$ cat config.mk
export PLATFORM = sky130hd
export DESIGN_NAME = serial_as_nb
export DESIGN_NICKNAME = d
export VERILOG_FILES = /design/src/rtl/serial_as_nb.sv
export SDC_FILE = /design/constraint.sdc
export NUM_CORES = 1
export LEC_CHECK = 0
export CAP_MARGIN = 20
export CORE_UTILIZATION = 55
export CTS_CLUSTER_SIZE = 14
export DETAILED_ROUTE_END_ITERATION = 12
export MAX_ROUTING_LAYER = met4
export PLACE_DENSITY = 0.87
export SLEW_MARGIN = 15
export SYNTH_ARGS = -nofsm -noshare
export SYNTH_HDL_FRONTEND = slang
export SYNTH_SLANG_ARGS = --single-unit
$ cat constraint.sdc
create_clock -name clk -period 3.84 [get_ports clk]
set_input_delay 0.384 -clock clk [delete_from_list [all_inputs] [get_ports clk]]
set_output_delay 0.384 -clock clk [all_outputs]
set_load 0.02 [all_outputs]
$ cat src/rtl/serial_as_nb.sv
// serial_as_nb: bit-serial add/subtract engine.
// One full-adder slice, LSB first, start/done handshake.
module serial_as_nb #(
  parameter int WIDTH = 4
) (
  input  logic             clk,
  input  logic             rst,
  input  logic             start,
  input  logic [WIDTH-1:0] A,
  input  logic [WIDTH-1:0] B,
  input  logic             mode,
  output logic             busy,
  output logic             done,
  output logic [WIDTH-1:0] result,
  output logic             carry_out,
  output logic             overflow
);

  localparam int CW = (WIDTH > 1) ? $clog2(WIDTH) : 1;

  localparam logic [1:0] ST_IDLE  = 2'd0;
  localparam logic [1:0] ST_SHIFT = 2'd1;
  localparam logic [1:0] ST_DONE  = 2'd2;

  logic [1:0]       state;
  logic [WIDTH-1:0] a_sr;
  logic [WIDTH-1:0] b_sr;
  logic [WIDTH-1:0] acc;
  logic [CW-1:0]    cnt;
  logic             c;
  logic             mode_q;
  logic             a_msb;
  logic             b_msb;

  logic             accept;
  logic             last;
  logic             sum;
  logic             c_next;
  logic [WIDTH-1:0] acc_next;
  logic             ovf_next;

  // Full-adder slice and handshake decode.
  always_comb begin
    accept   = start && (state == ST_IDLE || state == ST_DONE);
    last     = (cnt == CW'(WIDTH - 1));
    sum      = a_sr[0] ^ b_sr[0] ^ c;
    c_next   = (a_sr[0] & b_sr[0]) | (a_sr[0] & c) | (b_sr[0] & c);
    acc_next = {sum, acc[WIDTH-1:1]};
    if (mode_q)
      ovf_next = (a_msb != b_msb) && (sum != a_msb);
    else
      ovf_next = (a_msb == b_msb) && (sum != a_msb);
  end

  assign busy = (state == ST_SHIFT);
  assign done = (state == ST_DONE);

  // Control FSM, datapath shift and result capture.
  always_ff @(posedge clk or posedge rst) begin
    if (rst) begin
      state     <= ST_IDLE;
      a_sr      <= '0;
      b_sr      <= '0;
      acc       <= '0;
      cnt       <= '0;
      c         <= 1'b0;
      mode_q    <= 1'b0;
      a_msb     <= 1'b0;
      b_msb     <= 1'b0;
      result    <= '0;
      carry_out <= 1'b0;
      overflow  <= 1'b0;
    end else if (accept) begin
      state  <= ST_SHIFT;
      a_sr   <= A;
      b_sr   <= B ^ {WIDTH{mode}};
      c      <= mode;
      mode_q <= mode;
      cnt    <= '0;
      a_msb  <= A[WIDTH-1];
      b_msb  <= B[WIDTH-1];
    end else if (state == ST_SHIFT) begin
      a_sr <= a_sr >> 1;
      b_sr <= b_sr >> 1;
      c    <= c_next;
      acc  <= acc_next;
      cnt  <= cnt + CW'(1);
      if (last) begin
        state     <= ST_DONE;
        result    <= acc_next;
        carry_out <= c_next ^ mode_q;
        overflow  <= ovf_next;
      end
    end else if (state == ST_DONE) begin
      state <= ST_IDLE;
    end
  end

endmodule

==> impl_metrics.py <==
metrics = {
    "status": {
        "status": "complete, no violations",
    },
    "floorplanning": {
        "die_y_um": 48.6,
        "dieArea_um2": 2360,
        "start_util_pct": 59.7,
        "core_um2": 2000,
        "io_pins": 20,
        "die_x_um": 48.6,
        "placementRows": 16,
    },
    "global_routing": {
        "grt_max_degree": 26,
        "track_usage_pct": 18.4,
        "antenna_found_initial": 0,
        "gr-total-overflow": 0,
        "grt_pass1_vias": 759,
        "grt_pass1_wl_mm": 3.23,
    },
    "final_layout": {
        "finalInstanceArea_um2": 1410,
        "final_common_cell": "dfrtp_1",
        "synthToLayoutAreaGrowth_pct": 17.9,
        "antenna_cells": 0,
        "final_layout_size_suffix_gt1_share_pct": 10.7,
        "layout_common_cells": "25 x dfrtp_1, 19 x clkdlybuf4s50_1, 17 x nand2_1",
        "final_net_count": 139,
    },
    "synthesis": {
        "syn_inst": 102,
        "synth_nets": 119,
        "yosysSeqAreaShare_pct": 52.4,
        "yosysWarnings": 0,
        "syn-cell-area_um2": 1190,
        "syn_area_per_cell_um2": 11.7,
        "ys_types": 24,
        "ys_ff_latch": 25,
    },
    "detailed_routing": {
        "vias": 780,
        "wl_per_cell_um": 12.6,
        "post_drt_via_cell_ratio": 5.27,
        "detail-route-antenna-nets": 0,
        "routed_wl_mm": 1.87,
        "first_pass_iters": 4,
        "drcViolationCount": 0,
        "drt_iter0_drc": 10,
    },
    "cts": {
        "path_clk_slew_ns": 0.13,
        "cts_buffers": 3,
        "clockBufferDepth": 2,
        "h-tree-depth": 1,
        "tritoncts": "built",
        "clk_latency_ns": 0.31,
        "cts_resized": 0,
        "root_buffer": "clkbuf_4",
        "clock_sinks": 25,
        "cts_setup_buffers": 0,
        "cts_hold_buf": 0,
    },
    "placement": {
        "gp_congestion": 0.791,
        "dpl-instance-area_um2": 1380,
        "dp_hpwl_mm": 1.39,
        "io_buffers": 19,
    },
    "min_path": {
        "hold_path.class": "register to register",
        "hold_depth": 2,
        "hold_start": "carry_out",
        "holdPathEnd": "carry_out",
    },
    "setup_path": {
        "end_kind": "output port",
        "cp_slowest_cell": "clkdlybuf4s50_1",
        "critical_path_depth": 4,
        "path_buf_inv": 3,
        "crit_type": "register to output port",
        "r2r_setup_slack_ns": 2.15,
        "cp.arrival_ns": 1.90,
        "startpoint_type": "register",
        "r2r_start": "state[0]",
        "required_ns": 3.46,
        "max_stage_delay_ns": 0.65,
        "crit_chain": "inv_1, ha_1, buf_4, clkdlybuf4s50_1",
        "cp_max_fo": 18,
        "ff2ff_path_depth": 5,
        "rr_endpoint": "state[1]",
        "critPathTopFamily": "buffers and inverters",
    },
    "sta": {
        "setup_viol": 0,
        "fin_tns_setup_ns": 0,
        "timing.final.hold_violations": 0,
        "skew_ns": 0.00956,
        "fmax_mhz": 439,
        "worst_pin_slew_ns": 0.910,
        "finalCriticalPeriod_ns": 2.28,
        "fin_crit_sh_pct": 59.4,
        "whs_ns": 0.495,
        "rsz0062_at_grt": "no",
        "relSlewSlack_pct": 39.2,
        "drv_slew": 0,
    },
    "pwr": {
        "peakVddDrop_uv": 543,
        "power_density_nw_per_um2": 802,
        "leakage_nw": 0.646,
    },
    "flow_run": {
        "drv_cap": 0,
    },
}
state kept, by name (all words and copies together) (netlist names):
register	flops
b_sr	4
cnt	2
overflow	1
c	1
mode_q	1
a_sr	4
b_msb	1
acc	3
result	4
a_msb	1
carry_out	1
state	2
worst min-delay path, stage by stage, from the launching register on:
cell,delay [ns]
dfrtp_1,0.36
nand2_1,0.04
o21ai_0,0.06
logic make-up (layout without fill, tap and decap cells):
logic type / after synthesis / count (layout) / share of synthesized area, %
multiplexers: 15 / 15 / 13.3
AO/OA/AOI/OAI: 16 / 16 / 7.85
adder cells (fa/ha/maj): 5 / 5 / 5.86
buffers and inverters: 8 / 27 / 4.61
flip-flops: 25 / 25 / 52.4
AND/OR/NAND/NOR: 26 / 26 / 10.9
XOR/XNOR: 7 / 7 / 5.13
worst max-delay path by stage:
stage / end / start
after floorplan: overflow / c
after global placement: busy / state[1]
after detailed placement: busy / state[1]
after CTS: busy / state[1]
after global routing: busy / state[1]
final: busy / state[1]
layout make-up:
class	count	area (um2)
clock buffer	4	26.3
fill	146	593
tap	27	33.8
inverter	3	11.3
multi-input combinational	69	514
sequential	25	626
timing repair buffer	20	198
power by group:
part           leakage (nW)  switching (mW)  internal, mW  total (mW)
combinational         0.319           0.275         0.281       0.556
clock                0.0150          0.0734        0.0406       0.114
sequential            0.313          0.0728         0.387       0.460
per-layer routing:
layer	vias to the layer above	share of wire, %	track usage, %
met5	-	0	-
met4	0	1.6	5.88
met3	4	3.3	2.83
met2	16	52	32.6
met1	379	43	21.4
li1	381	-	-
synth_stat cells:
cell       count  area share (%)
a21o_1         1            0.63
a21oi_1        1            0.42
a221o_1        1            0.84
a2bb2oi_1      1            0.73
buf_2          2            0.84
buf_6          3             2.8
dfrtp_1       25              52
fa_1           1             1.7
ha_1           4             4.2
inv_1          3            0.94
mux2_2         7             6.6
mux2i_1        8             6.7
nand2_1       17             5.3
nand2_4        1            0.94
nand2b_1       1            0.52
nand3b_1       2             1.3
nor2_1         3            0.94
nor3b_1        1            0.63
nor4b_2        1             1.3
o21a_1         1            0.63
o21ai_0        6             2.5
o21ai_1        5             2.1
xnor2_1        4             2.9
xor2_1         3             2.2
per-stage QoR:
step | total power [mW] | setup WS (ns) | utilization (%) | cells
6_report | 1.13 | 1.56 | 70.4 | 148
4_1_cts | 1.14 | 1.54 | 70.4 | 148
3_3_place_gp | 0.999 | 1.97 | 69.1 | 144
3_5_place_dp | 1.03 | 1.91 | 69.1 | 144
2_1_floorplan | 0.894 | 2.36 | - | 102
5_1_grt | 1.21 | 1.48 | 70.4 | 148
No activity file was read; power rests on OpenSTA's default activity.
